<file path="config.mk">
export PLATFORM = sky130hd
export DESIGN_NAME = booth_mult_seq
export DESIGN_NICKNAME = d
export VERILOG_FILES = /design/src/rtl/mult_pkg.sv /design/src/rtl/booth_step.sv /design/src/rtl/booth_mult_seq.sv
export SDC_FILE = /design/constraint.sdc
export NUM_CORES = 1
export LEC_CHECK = 0
export ABC_AREA = 1
export CORE_MARGIN = 2
export CORE_UTILIZATION = 60
export DETAILED_ROUTE_END_ITERATION = 12
export PLACE_DENSITY = 0.95
export SLEW_MARGIN = 20
export SYNTH_ARGS = -nofsm -noshare
export SYNTH_HDL_FRONTEND = slang
export SYNTH_SLANG_ARGS = --single-unit
</file>
<file path="constraint.sdc">
create_clock -name clk -period 9.51 [get_ports clk]
set_clock_uncertainty 0.2 [all_clocks]
set_input_delay 1.4265 -clock clk [delete_from_list [all_inputs] [get_ports clk]]
set_output_delay 1.4265 -clock clk [all_outputs]
set_load 0.01 [all_outputs]
</file>
<file path="src/rtl/mult_pkg.sv">
// rtl/mult_pkg.sv - shared types, mode constants and operand extension for booth_mult_seq
package mult_pkg;

  typedef enum logic [1:0] {
    IDLE = 2'd0,
    CALC = 2'd1,
    DONE = 2'd2
  } state_t;

  localparam logic MODE_UNSIGNED = 1'b0;
  localparam logic MODE_SIGNED   = 1'b1;
  localparam int   MAX_WIDTH     = 64;

  // Widen a width-bit operand by filling every bit at or above position width
  // with its sign (signed mode) or zero (unsigned mode); caller truncates.
  function automatic logic [MAX_WIDTH:0] ext(input logic [MAX_WIDTH-1:0] operand,
                                             input int width,
                                             input logic mode);
    logic [MAX_WIDTH:0] padded;
    logic               fill;
    padded = {1'b0, operand};
    fill   = (mode == MODE_SIGNED) ? padded[width-1] : 1'b0;
    for (int i = 0; i <= MAX_WIDTH; i++) begin
      if (i >= width) padded[i] = fill;
    end
    return padded;
  endfunction

endpackage

</file>
<file path="src/rtl/booth_step.sv">
// rtl/booth_step.sv - one combinational radix-2 Booth step: add/sub/none then arithmetic shift
module booth_step #(
  parameter int W = 33
) (
  input  logic [W-1:0] p_hi,
  input  logic [W-1:0] p_lo,
  input  logic         q_m1,
  input  logic [W-1:0] m,
  output logic [W-1:0] nxt_p_hi,
  output logic [W-1:0] nxt_p_lo,
  output logic         nxt_q_m1
);

  logic [W-1:0] sum;

  // W-bit wrap is intentional: the operands are one bit wider than the data,
  // so the Booth partial sums always fit.
  always_comb begin
    sum = p_hi;
    case ({p_lo[0], q_m1})
      2'b01:   sum = p_hi + m;
      2'b10:   sum = p_hi - m;
      default: sum = p_hi;
    endcase
  end

  assign nxt_p_hi = {sum[W-1], sum[W-1:1]};
  assign nxt_p_lo = {sum[0], p_lo[W-1:1]};
  assign nxt_q_m1 = p_lo[0];

endmodule

</file>
<file path="src/rtl/booth_mult_seq.sv">
// rtl/booth_mult_seq.sv - iterative radix-2 Booth multiplier with valid/ready handshakes
module booth_mult_seq
  import mult_pkg::*;
#(
  parameter int WIDTH = 32
) (
  input  logic               clk,
  input  logic               reset,
  input  logic [WIDTH-1:0]   A,
  input  logic [WIDTH-1:0]   B,
  input  logic               signed_mode,
  input  logic               in_valid,
  output logic               in_ready,
  output logic [2*WIDTH-1:0] result,
  output logic               out_valid,
  input  logic               out_ready,
  output logic               busy
);

  localparam int W1    = WIDTH + 1;
  localparam int CNT_W = $clog2(WIDTH + 2);
  localparam logic [CNT_W-1:0] LAST_STEP = CNT_W'(WIDTH);

  state_t           state;
  logic [CNT_W-1:0] count;
  logic [W1-1:0]    m;
  logic [W1-1:0]    p_hi;
  logic [W1-1:0]    p_lo;
  logic             q_m1;

  logic [W1-1:0]    a_ext;
  logic [W1-1:0]    b_ext;
  logic [W1-1:0]    nxt_p_hi;
  logic [W1-1:0]    nxt_p_lo;
  logic             nxt_q_m1;

  assign a_ext = W1'(ext(MAX_WIDTH'(A), WIDTH, signed_mode));
  assign b_ext = W1'(ext(MAX_WIDTH'(B), WIDTH, signed_mode));

  booth_step #(
    .W (W1)
  ) u_step (
    .p_hi     (p_hi),
    .p_lo     (p_lo),
    .q_m1     (q_m1),
    .m        (m),
    .nxt_p_hi (nxt_p_hi),
    .nxt_p_lo (nxt_p_lo),
    .nxt_q_m1 (nxt_q_m1)
  );

  // in_ready is registered and only re-armed from IDLE or the output
  // handshake, so it stays low while reset is held and there is no skid slot.
  always_ff @(posedge clk) begin
    if (reset) begin
      state     <= IDLE;
      in_ready  <= 1'b0;
      out_valid <= 1'b0;
      busy      <= 1'b0;
      result    <= '0;
      count     <= '0;
      m         <= '0;
      p_hi      <= '0;
      p_lo      <= '0;
      q_m1      <= 1'b0;
    end else begin
      case (state)
        IDLE: begin
          if (in_valid && in_ready) begin
            m        <= a_ext;
            p_lo     <= b_ext;
            p_hi     <= '0;
            q_m1     <= 1'b0;
            count    <= '0;
            in_ready <= 1'b0;
            busy     <= 1'b1;
            state    <= CALC;
          end else begin
            in_ready <= 1'b1;
          end
        end
        CALC: begin
          p_hi  <= nxt_p_hi;
          p_lo  <= nxt_p_lo;
          q_m1  <= nxt_q_m1;
          count <= count + 1'b1;
          // Final step: take the low 2*WIDTH bits of the just-computed product.
          if (count == LAST_STEP) begin
            result    <= {nxt_p_hi[WIDTH-2:0], nxt_p_lo};
            out_valid <= 1'b1;
            state     <= DONE;
          end
        end
        DONE: begin
          if (out_ready) begin
            out_valid <= 1'b0;
            busy      <= 1'b0;
            in_ready  <= 1'b1;
            state     <= IDLE;
          end
        end
        default: begin
          state     <= IDLE;
          in_ready  <= 1'b0;
          out_valid <= 1'b0;
          busy      <= 1'b0;
        end
      endcase
    end
  end

endmodule

</file>
==> results of run 1 <==
cells in the mapped netlist (all sizes together) (5+ instances only):
master	instances
o221ai	31
xnor2	8
xor2	31
or2	23
nand2	439
nand4	5
a211oi	14
nor3	10
nor2	196
inv	218
nand3	70
a21oi	124
clkbuf	33
ha	36
a31oi	6
dfxtp	174
o21ai	79
buf	32
where the power goes:
group / internal, mW / switching, mW
logic: 0.190 / 0.370
clock network: 0.363 / 0.359
registers: 0.761 / 0.0322
total: 1.31 / 0.761
worst max-delay path, delay by kind of cell (launching register included):
kind,cells,cell delay (ns)
and+or+nand+nor,2,1.12
AOI/OAI and AO/OA,1,0.28
DFF,1,0.43
buffers and inverters,5,1.89
worst max-delay path by stage:
stage | startpoint | endpoint | slack (ns)
after floorplan | m[0]$_SDFFE_PP0P_ | result[60]$_SDFFE_PP0P_ | 6.53
after global placement | state[0]$_SDFFE_PP0P_ | state[1]$_SDFFE_PP0P_ | 5.57
after detailed placement | in_valid | count[5]$_SDFFE_PP0P_ | 5.54
after CTS | state[0]$_SDFFE_PP0P_ | result[52]$_SDFFE_PP0P_ | 5.53
after global routing | p_lo[0]$_SDFFE_PP0P_ | result[63]$_SDFFE_PP0P_ | 5.14
final | state[0]$_SDFFE_PP0P_ | result[52]$_SDFFE_PP0P_ | 5.42
kinds of logic after synthesis:
logic type,synth area share
AND/OR/NAND/NOR,0.304
buffers and inverters,0.111
AO/OA/AOI/OAI,0.158
flip-flops,0.345
XOR/XNOR,0.0338
adder cells (fa/ha/maj),0.0466
multiplexers,0.000992
sequential cells by signal (all words and copies together), names as in the netlist:
register,flops
in_ready,1
result,64
p_lo,33
state,2
busy,1
m,33
q_m1,1
p_hi,32
count,6
out_valid,1
layout make-up:
| type | count | area, sq um |
|---|---|---|
| Clock inverter | 15 | 196 |
| Multi-Input combinational cell | 1096 | 5490 |
| Timing Repair Buffer | 141 | 1390 |
| Inverter | 218 | 818 |
| Clock buffer | 17 | 425 |
| Fill cell | 1248 | 4440 |
| Tap cell | 220 | 275 |
| Sequential cell | 174 | 3480 |
metrics by stage:
stage / cells / power [mW] / hold slack [ns]
2_1_floorplan: 1553 / 1.19 / 0.236
3_3_place_gp: 1849 / 1.33 / 0.247
3_5_place_dp: 1849 / 1.34 / 0.254
4_1_cts: 1881 / 2.06 / 0.263
5_1_grt: 1881 / 2.17 / 0.291
6_report: 1881 / 2.08 / 0.265
layout by cell type, fill, tap and decap left out, types with 6 or more instances in the layout:
master / n
sky130_fd_sc_hd__clkdlybuf4s50_1: 134
sky130_fd_sc_hd__nand2_1: 438
sky130_fd_sc_hd__xor2_1: 31
sky130_fd_sc_hd__o221ai_1: 31
sky130_fd_sc_hd__xnor2_1: 8
sky130_fd_sc_hd__or2_2: 21
sky130_fd_sc_hd__a211oi_2: 12
sky130_fd_sc_hd__nor3_1: 7
sky130_fd_sc_hd__inv_1: 211
sky130_fd_sc_hd__ha_1: 36
sky130_fd_sc_hd__a31oi_1: 6
sky130_fd_sc_hd__buf_4: 7
sky130_fd_sc_hd__nor2_1: 193
sky130_fd_sc_hd__a21oi_1: 123
sky130_fd_sc_hd__o21ai_0: 62
sky130_fd_sc_hd__clkbuf_16: 17
sky130_fd_sc_hd__inv_2: 7
sky130_fd_sc_hd__dfxtp_1: 174
sky130_fd_sc_hd__nand3_1: 70
sky130_fd_sc_hd__o21ai_1: 15
metal layers:
layer  global-route usage  share of wire  vias up
met5                    0              0        -
li1                     -              -     5111
met1                0.440           0.41     4833
met3               0.0635          0.085      104
met2                0.553           0.45      569
met4                0.177          0.049        0
==> impl_metrics.json, run 1 <==
{
  "buffer_ports.inserted": 135,
  "fmax_ghz": 0.244,
  "die_h_microns": 134,
  "timing.hold.worst_endpoint": "result[13]$_SDFFE_PP0P_",
  "fp.dieW_microns": 134,
  "dpl.hpwl_microns": 21400,
  "finalSetupViolCount": 0,
  "antenna_found_initial": 0,
  "rrSetupSlack_ns": 5.42,
  "cts_num_sinks": 174,
  "ant_nets": 0,
  "seq_area_frac_synth": 0.345,
  "post_route_cells_drive_above_1_share": 0.0536,
  "track_usage": 0.343,
  "post_synth_num_cell_types": 46,
  "yosys_warnings": 0,
  "worst_skew_pair.late_latency_ns": 0.43,
  "tritoncts": "yes",
  "final_net_count": 1754,
  "antennaDiodeCount": 0,
  "slowest_delay_ns": 0.74,
  "via_count": 10600,
  "fin_crit_ns": 4.09,
  "reg2reg_depth": 8,
  "core_region_area_sq_um": 16500,
  "critPathKind": "reg -> reg",
  "postCtsSetupRepairBufs": 0,
  "cts_hold_repair.buffers": 0,
  "first_global_vias": 10300,
  "post_synthesis_instance_area_sq_um": 10100,
  "pin_count": 136,
  "area_growth_pct": 19.7,
  "hold_class": "reg -> reg",
  "critical_path.slowest_cell": "sky130_fd_sc_hd__buf_4",
  "placementRows": 47,
  "vias_per_cell": 5.64,
  "cellLeakagePower_nw": 5.55,
  "detailedRoute.firstPassIterationCount": 6,
  "postRouteWirelength_microns": 30300,
  "synth_nets": 1659,
  "grt_overflow_total": 0,
  "synth_top_area_frac": 0.345,
  "ys.flop_type": "sky130_fd_sc_hd__dfxtp_1",
  "postSynth.asyncResetShare": 0,
  "path_clk_slew_ns": 0.08,
  "initial_core_util": 0.611,
  "timing.critical_path.cells": "inv_2, nor2_8, inv_2, nor2_4, buf_4, inv_2, o21ai_1, inv_1",
  "finalWorstSetupSlack_ns": 5.42,
  "synth_top_cell_by_area": "sky130_fd_sc_hd__dfxtp_1",
  "cts.path.max_buffers": 2,
  "power.density_cell_area_nw_per_um2": 172,
  "ir_worst_vdd_uv": 130,
  "min-delay-start": "result[13]$_SDFFE_PP0P_",
  "status": "completed",
  "route.detailed.wl_per_inst_microns": 16.1,
  "crit_path_max_fanout": 74,
  "most_area_consuming_cells_after_synthesis": "sky130_fd_sc_hd__dfxtp_1 (35%), sky130_fd_sc_hd__nand2_1 (16%), sky130_fd_sc_hd__inv_1 (7.9%)",
  "crit_required_ns": 9.64,
  "yosys_register_bits": 174,
  "synth_edf_count": 0,
  "timing.critical_path.from_type": "flop",
  "wire_length_of_the_first_global_routing_pass_microns": 49600,
  "finalHoldViolations": 0,
  "place_area_sq_um": 11500,
  "critPathCaptureType": "flop",
  "placement.setup.worst_slack_ns": 5.54,
  "rsz0062_at_grt": "no",
  "synthesis.area_per_instance_sq_um": 6.50,
  "maxSlewViolCount": 0,
  "final.setup.tns_ns": 0,
  "arrival_ns": 4.22,
  "worstHoldPathCells": 2,
  "drv_cap": 0,
  "die_outline_area_sq_um": 17900,
  "grt_max_degree": 91,
  "finalCoreUtilization": 0.731,
  "globalplace.congestion": 0.955,
  "finalInstanceArea_sq_um": 12100,
  "cts_buffers": 17,
  "maxSlewHeadroom": 0.286,
  "post_cts.resized_instances": 0,
  "regToRegEndpoint": "result[52]$_SDFFE_PP0P_",
  "synth_cells": 1553,
  "cts.htree.levels": 4,
  "clock-root-buffer": "sky130_fd_sc_hd__clkbuf_16",
  "worst_r2r_startpoint": "state[0]$_SDFFE_PP0P_",
  "worst_tran_pin_value_ns": 1.07,
  "drtIter0Drc": 1121,
  "crit_top_cell": "sky130_fd_sc_hd__inv_2",
  "post-route-period-util": 0.430,
  "drc_errors": 0
}
(Power assumes the default switching activity.)
==> inputs of run 2 (changes only) <==
--- a/config.mk
+++ b/config.mk
@@ -7,9 +7,9 @@
 export LEC_CHECK = 0
 export ABC_AREA = 1
 export CORE_MARGIN = 2
-export CORE_UTILIZATION = 60
+export CORE_UTILIZATION = 51
 export DETAILED_ROUTE_END_ITERATION = 12
-export PLACE_DENSITY = 0.95
+export PLACE_DENSITY = 0.87
 export SLEW_MARGIN = 20
 export SYNTH_ARGS = -nofsm -noshare
 export SYNTH_HDL_FRONTEND = slang
==> constraint.sdc (replaced) <==
create_clock -name clk -period 3.3 [get_ports clk]
set_clock_uncertainty 0.2 [all_clocks]
set_input_delay 0.495 -clock clk [delete_from_list [all_inputs] [get_ports clk]]
set_output_delay 0.495 -clock clk [all_outputs]
set_load 0.01 [all_outputs]
==> run 2 against run 1 <==
  * The run now ends with negative setup slack left
  * Clock-buffer cell count unchanged
  * Worst setup slack worse by 5.5 ns
  * Sequential power rose to 2.9 times the previous value
  * Hold slack about the same
  * Clock power rose to 2.9 times the previous value
  * Register-to-register slack worse by 5.5 ns
  * Core utilization down 4.0 points
  * Final area up 11%
  * Highest routed layer unchanged
==> impl_metrics.json, run 2 (synthesized netlist as in run 1, its figures left out) <==
{
  "cellLeakagePower_nw": 6.01,
  "vias_per_cell": 5.38,
  "worst_tran_pin_value_ns": 0.744,
  "dpl.hpwl_microns": 22300,
  "die_outline_area_sq_um": 20900,
  "route.detailed.wl_per_inst_microns": 16.1,
  "fin_crit_ns": 3.38,
  "hold_class": "reg -> reg",
  "arrival_ns": 3.55,
  "largest_registers": "result (64), m (33), p_lo (33)",
  "power.density_cell_area_nw_per_um2": 482,
  "largest-register": "result",
  "die_h_microns": 145,
  "detailedRoute.firstPassIterationCount": 5,
  "min-delay-start": "result[11]$_SDFFE_PP0P_",
  "finalInstanceArea_sq_um": 13400,
  "switching_power_mw": 2.40,
  "fp.dieW_microns": 145,
  "globalplace.congestion": 0.949,
  "clock_power_share": 0.320,
  "sequentialPowerShare": 0.353,
  "timing.critical_path.from_type": "flop",
  "track_usage": 0.295,
  "crit_required_ns": 3.47,
  "placement.setup.worst_slack_ns": -0.253,
  "wire_length_of_the_first_global_routing_pass_microns": 48600,
  "cts_hold_repair.buffers": 0,
  "antennaDiodeCount": 0,
  "postRouteWirelength_microns": 32200,
  "n_fill_cell": 1566,
  "failing_checks": "negative setup slack",
  "post-route-period-util": 1.02,
  "critPathCaptureType": "flop",
  "clock-root-buffer": "sky130_fd_sc_hd__clkbuf_16",
  "critPathKind": "reg -> reg",
  "grt_overflow_total": 0,
  "power_switching_share": 0.370,
  "timing.hold.worst_endpoint": "result[11]$_SDFFE_PP0P_",
  "antenna_found_initial": 0,
  "finalWorstSetupSlack_ns": -0.0771,
  "pin_count": 136,
  "tritoncts": "yes",
  "cts_buffers": 17,
  "cts_num_sinks": 174,
  "ant_nets": 0,
  "worst_skew_pair.late_latency_ns": 0.45,
  "place_area_sq_um": 12000,
  "placementRows": 51,
  "maxSlewViolCount": 0,
  "worst_r2r_startpoint": "m[1]$_SDFFE_PP0P_",
  "path_clk_slew_ns": 0.08,
  "layout.cells.most_common_list": "sky130_fd_sc_hd__nand2_1 (383), sky130_fd_sc_hd__inv_1 (202), sky130_fd_sc_hd__nor2_1 (172)",
  "finalSetupViolCount": 10,
  "worstHoldPathCells": 2,
  "combinationalPowerShare": 0.327,
  "leading_cell_type_in_the_layout_fill_and_taps_excluded": "sky130_fd_sc_hd__nand2_1",
  "maxSlewHeadroom": 0.504,
  "rsz0062_at_grt": "yes",
  "cts.path.max_buffers": 2,
  "crit_path_max_fanout": 5,
  "ir_worst_vdd_uv": 357,
  "reg2reg_depth": 23,
  "drc_errors": 0,
  "post_route_cells_drive_above_1_share": 0.182,
  "buffer_ports.inserted": 135,
  "regToRegEndpoint": "p_hi[16]$_SDFFE_PP0P_",
  "cts.htree.levels": 4,
  "fmax_ghz": 0.296,
  "first_global_vias": 10100,
  "largest_register_ffs": 64,
  "drtIter0Drc": 829,
  "initial_core_util": 0.519,
  "rrSetupSlack_ns": -0.08,
  "grt_max_degree": 79,
  "finalCoreUtilization": 0.691,
  "core_region_area_sq_um": 19500,
  "area_growth_pct": 33.2,
  "drv_cap": 0,
  "finalHoldViolations": 0,
  "cellInternalPower_mw": 4.08,
  "hold_slack_ns": 0.265,
  "final_net_count": 1825,
  "status": "finished with violations",
  "via_count": 10700
}
[run 2: power groups by stage]
stage / Sequential (mW) / Clock [mW] / Combinational (mW)
floorplan: 2.30 / 0 / 1.12
CTS: 2.27 / 2.07 / 1.75
detailed placement: 2.32 / 0 / 1.68
finish: 2.28 / 2.07 / 2.12
global placement: 2.32 / 0 / 1.65
global route: 2.29 / 2.17 / 2.29
[run 2: worst max-delay path by stage]
stage,startpoint,end,slack (ns),depth (start not counted)
after global routing,m[1]$_SDFFE_PP0P_,result[59]$_SDFFE_PP0P_,-0.26,23
final,m[1]$_SDFFE_PP0P_,p_hi[16]$_SDFFE_PP0P_,-0.08,23
after floorplan,m[0]$_SDFFE_PP0P_,result[60]$_SDFFE_PP0P_,0.32,24
after detailed placement,m[0]$_SDFFE_PP0P_,result[60]$_SDFFE_PP0P_,-0.25,24
after global placement,m[0]$_SDFFE_PP0P_,result[60]$_SDFFE_PP0P_,-0.19,24
after CTS,m[0]$_SDFFE_PP0P_,result[63]$_SDFFE_PP0P_,-0.01,26
[run 2: metrics by stage]
step | TNS (ns) | instances | power (mW)
3_5_place_dp | -3.19 | 1950 | 4.00
4_1_cts | -0.00958 | 1984 | 6.09
2_1_floorplan | 0 | 1553 | 3.42
3_3_place_gp | -1.07 | 1950 | 3.97
5_1_grt | -6.05 | 1997 | 6.76
6_report | -0.295 | 1997 | 6.48
[run 2: critical path, stage by stage (launching register included)]
cell and delay (ns):
sky130_fd_sc_hd__dfxtp_2 0.33, sky130_fd_sc_hd__inv_2 0.09, sky130_fd_sc_hd__ha_4 0.15, sky130_fd_sc_hd__nand4_1 0.13
sky130_fd_sc_hd__nor2_2 0.17, sky130_fd_sc_hd__buf_4 0.13, sky130_fd_sc_hd__buf_4 0.10, sky130_fd_sc_hd__buf_4 0.11
sky130_fd_sc_hd__nor2_4 0.03, sky130_fd_sc_hd__xor2_1 0.14, sky130_fd_sc_hd__inv_1 0.13, sky130_fd_sc_hd__ha_4 0.25
sky130_fd_sc_hd__nand2_1 0.07, sky130_fd_sc_hd__nand2_1 0.07, sky130_fd_sc_hd__inv_1 0.07, sky130_fd_sc_hd__nand2_1 0.09
sky130_fd_sc_hd__nand3b_1 0.29, sky130_fd_sc_hd__nand2_1 0.15, sky130_fd_sc_hd__nand2_1 0.05, sky130_fd_sc_hd__nand2_1 0.05
sky130_fd_sc_hd__nand3_1 0.13, sky130_fd_sc_hd__nand2_2 0.18, sky130_fd_sc_hd__nand2_1 0.07, sky130_fd_sc_hd__a21oi_1 0.13
[run 2: metal layers]
layer | GRT usage | share of wire | vias to the layer above
met5 | 0 | 0 | -
li1 | - | - | 5272
met1 | 0.359 | 0.40 | 4957
met4 | 0.125 | 0.039 | 0
met3 | 0.0550 | 0.072 | 82
met2 | 0.511 | 0.48 | 432
[run 2: cell type report]
| type | count | area, sq um | share of cell area |
|---|---|---|---|
| multi-input combinational | 1096 | 6230 | 0.463 |
| clock inverter | 15 | 189 | 0.0140 |
| timing repair buffer | 212 | 1970 | 0.146 |
| clock buffer | 17 | 425 | 0.0316 |
| tap | 265 | 332 | 0.0247 |
| inverter | 218 | 818 | 0.0608 |
| sequential | 174 | 3490 | 0.259 |
[run 2: repair_timing]
item / in CTS / in global routing
pin swaps: 12 / 47
resized for setup: 47 / 144
buffers inserted: 2 / 13
setup endpoints to repair: 38 / 46
==> inputs of run 3 (changes only) <==
--- a/config.mk
+++ b/config.mk
@@ -6,10 +6,12 @@
 export NUM_CORES = 1
 export LEC_CHECK = 0
 export ABC_AREA = 1
+export CAP_MARGIN = 5
 export CORE_MARGIN = 2
 export CORE_UTILIZATION = 51
 export DETAILED_ROUTE_END_ITERATION = 12
 export PLACE_DENSITY = 0.87
+export SKIP_CTS_REPAIR_TIMING = 1
 export SLEW_MARGIN = 20
 export SYNTH_ARGS = -nofsm -noshare
 export SYNTH_HDL_FRONTEND = slang
==> run 3 against run 2 <==
  * The flow still finishes with violations (negative setup slack)
  * Clock-buffer cell count is the same
  * Sequential power about the same
  * Routed wire length decreased by 1.2%
  * Core utilization fell by 0.64 points
  * Global-route usage is 0.31 points lower
  * Via count grew 0.11%
  * Hold slack about the same
  * Clock power about the same
  * Final area down 0.93%
  * Critical endpoint is now p_hi[17]$_SDFFE_PP0P_
  * Largest cell class unchanged
==> impl_metrics.json, run 3 (synthesized netlist as in run 1, its figures left out) <==
{
  "timing.critical_path.from_type": "flop",
  "clock-root-buffer": "sky130_fd_sc_hd__clkbuf_16",
  "area_growth_pct": 32.0,
  "worst_tran_pin_value_ns": 0.756,
  "wire_length_of_the_first_global_routing_pass_microns": 48000,
  "fmax_ghz": 0.290,
  "hold_class": "reg -> reg",
  "largest_registers": "result (64), m (33), p_lo (33)",
  "largest-register": "result",
  "fin_crit_ns": 3.45,
  "post-route-period-util": 1.05,
  "power.density_cell_area_nw_per_um2": 481,
  "cts.path.max_buffers": 2,
  "first_global_vias": 9939,
  "reg2reg_depth": 24,
  "initial_core_util": 0.519,
  "path_clk_slew_ns": 0.08,
  "pin_count": 136,
  "rrSetupSlack_ns": -0.15,
  "route.detailed.wl_per_inst_microns": 16.0,
  "antennaDiodeCount": 0,
  "grt_max_degree": 79,
  "post_route_cells_drive_above_1_share": 0.172,
  "total_power_mw": 6.41,
  "drv_cap": 0,
  "cts_num_sinks": 174,
  "failing_checks": "negative setup slack",
  "final-seq-area_sq_um": 3490,
  "dpl.hpwl_microns": 22300,
  "detailedRoute.firstPassIterationCount": 7,
  "regToRegEndpoint": "p_hi[17]$_SDFFE_PP0P_",
  "dp_cells": 1950,
  "crit_required_ns": 3.47,
  "maxSlewHeadroom": 0.496,
  "via_count": 10800,
  "ant_nets": 0,
  "drtIter0Drc": 880,
  "buffer_ports.inserted": 135,
  "vias_per_cell": 5.40,
  "postRouteWirelength_microns": 31900,
  "final_net_count": 1821,
  "placement.setup.worst_slack_ns": -0.253,
  "critPathCaptureType": "flop",
  "layout.cells.most_common_list": "sky130_fd_sc_hd__nand2_1 (385), sky130_fd_sc_hd__inv_1 (200), sky130_fd_sc_hd__nor2_1 (175)",
  "rsz0062_at_grt": "yes",
  "instances_no_fill": 1993,
  "cts_buffers": 17,
  "drc_errors": 0,
  "grt_overflow_total": 0,
  "multi_input_comb_area_sq_um": 6140,
  "critPathKind": "reg -> reg",
  "worst_setup_path_startpoint": "m[1]$_SDFFE_PP0P_",
  "status": "finished with violations",
  "fp.dieW_microns": 145,
  "worst_skew_pair.late_latency_ns": 0.45,
  "final.setup.tns_ns": -1.14,
  "globalplace.congestion": 0.949,
  "crit_path_max_fanout": 5,
  "die_h_microns": 145,
  "cellLeakagePower_nw": 6.00,
  "leading_cell_type_in_the_layout_fill_and_taps_excluded": "sky130_fd_sc_hd__nand2_1",
  "setup.worst_path.end": "p_hi[17]$_SDFFE_PP0P_",
  "cts.htree.levels": 4,
  "finalHoldViolations": 0,
  "tritoncts": "yes",
  "arrival_ns": 3.62,
  "n_fill_cell": 1600,
  "min-delay-start": "result[11]$_SDFFE_PP0P_",
  "finalWorstSetupSlack_ns": -0.150,
  "antenna_found_initial": 0,
  "finalSetupViolCount": 26,
  "ir_worst_vdd_uv": 329,
  "track_usage": 0.291,
  "largest_register_ffs": 64,
  "die_outline_area_sq_um": 20900,
  "placementRows": 51,
  "maxSlewViolCount": 0,
  "core_region_area_sq_um": 19500,
  "worst_r2r_startpoint": "m[1]$_SDFFE_PP0P_"
}
run 3: cell types whose count changed in the layout (fill, tap and decap cells not counted), sizes merged:
cell / delta
buf: -4
run 3: power by group:
| group | internal [mW] | total [mW] | switching, mW |
|---|---|---|---|
| clock | 1.03 | 2.07 | 1.04 |
| sequential | 2.19 | 2.28 | 0.0873 |
| combinational | 0.814 | 2.06 | 1.24 |
run 3: cell type report:
class | count | area share
Clock buffer | 17 | 0.0319
Clock inverter | 15 | 0.0142
Inverter | 218 | 0.0616
Multi-Input combinational cell | 1096 | 0.461
Sequential cell | 174 | 0.262
Tap cell | 265 | 0.0249
Timing Repair Buffer | 208 | 0.145
run 3: worst min path at each step:
stage                                    to  slack (ns)  cells after the start
floorplan             count[5]$_SDFFE_PP0P_        0.24                      1
global placement          q_m1$_SDFFE_PP0P_        0.25                      2
detailed placement  result[11]$_SDFFE_PP0P_        0.25                      2
CTS                 result[11]$_SDFFE_PP0P_        0.26                      2
global route        result[30]$_SDFFE_PP0P_        0.29                      2
finish              result[11]$_SDFFE_PP0P_        0.26                      2
run 3: worst max-delay path: stages, from the launching register on:
cell and delay, ns:
sky130_fd_sc_hd__dfxtp_2 0.33, sky130_fd_sc_hd__inv_2 0.10, sky130_fd_sc_hd__ha_4 0.15, sky130_fd_sc_hd__nand4_1 0.14, sky130_fd_sc_hd__nor2_2 0.20, sky130_fd_sc_hd__nand2_2 0.10
sky130_fd_sc_hd__nor3_4 0.21, sky130_fd_sc_hd__buf_4 0.15, sky130_fd_sc_hd__or2_4 0.13, sky130_fd_sc_hd__xor2_4 0.19, sky130_fd_sc_hd__ha_4 0.25, sky130_fd_sc_hd__nand2_2 0.09
sky130_fd_sc_hd__inv_1 0.06, sky130_fd_sc_hd__nand2_1 0.06, sky130_fd_sc_hd__nand2_1 0.08, sky130_fd_sc_hd__nand2_1 0.07, sky130_fd_sc_hd__nand2_1 0.07, sky130_fd_sc_hd__buf_4 0.14
sky130_fd_sc_hd__inv_1 0.07, sky130_fd_sc_hd__nand2_1 0.05, sky130_fd_sc_hd__nand2_1 0.05, sky130_fd_sc_hd__nand3_1 0.11, sky130_fd_sc_hd__nand2_2 0.14, sky130_fd_sc_hd__nand2_1 0.07
sky130_fd_sc_hd__a21oi_1 0.15
run 3: through the flow:
step                 util  hold slack [ns]  cell area [sq um]
floorplan               -            0.236              10100
global placement    0.615            0.250              12000
global route        0.685            0.286              13300
finish              0.685            0.265              13300
detailed placement  0.615            0.252              12000
CTS                 0.646            0.265              12600
run 3: per-layer routing:
layer | GRT usage | part of all wire | vias to the layer above | wire length, microns
li1 | - | - | 5267 | -
met4 | 0.122 | 0.043 | 0 | 1380
met2 | 0.502 | 0.48 | 460 | 15200
met1 | 0.358 | 0.40 | 4942 | 12900
met3 | 0.0546 | 0.076 | 86 | 2420
met5 | 0 | 0 | - | 0
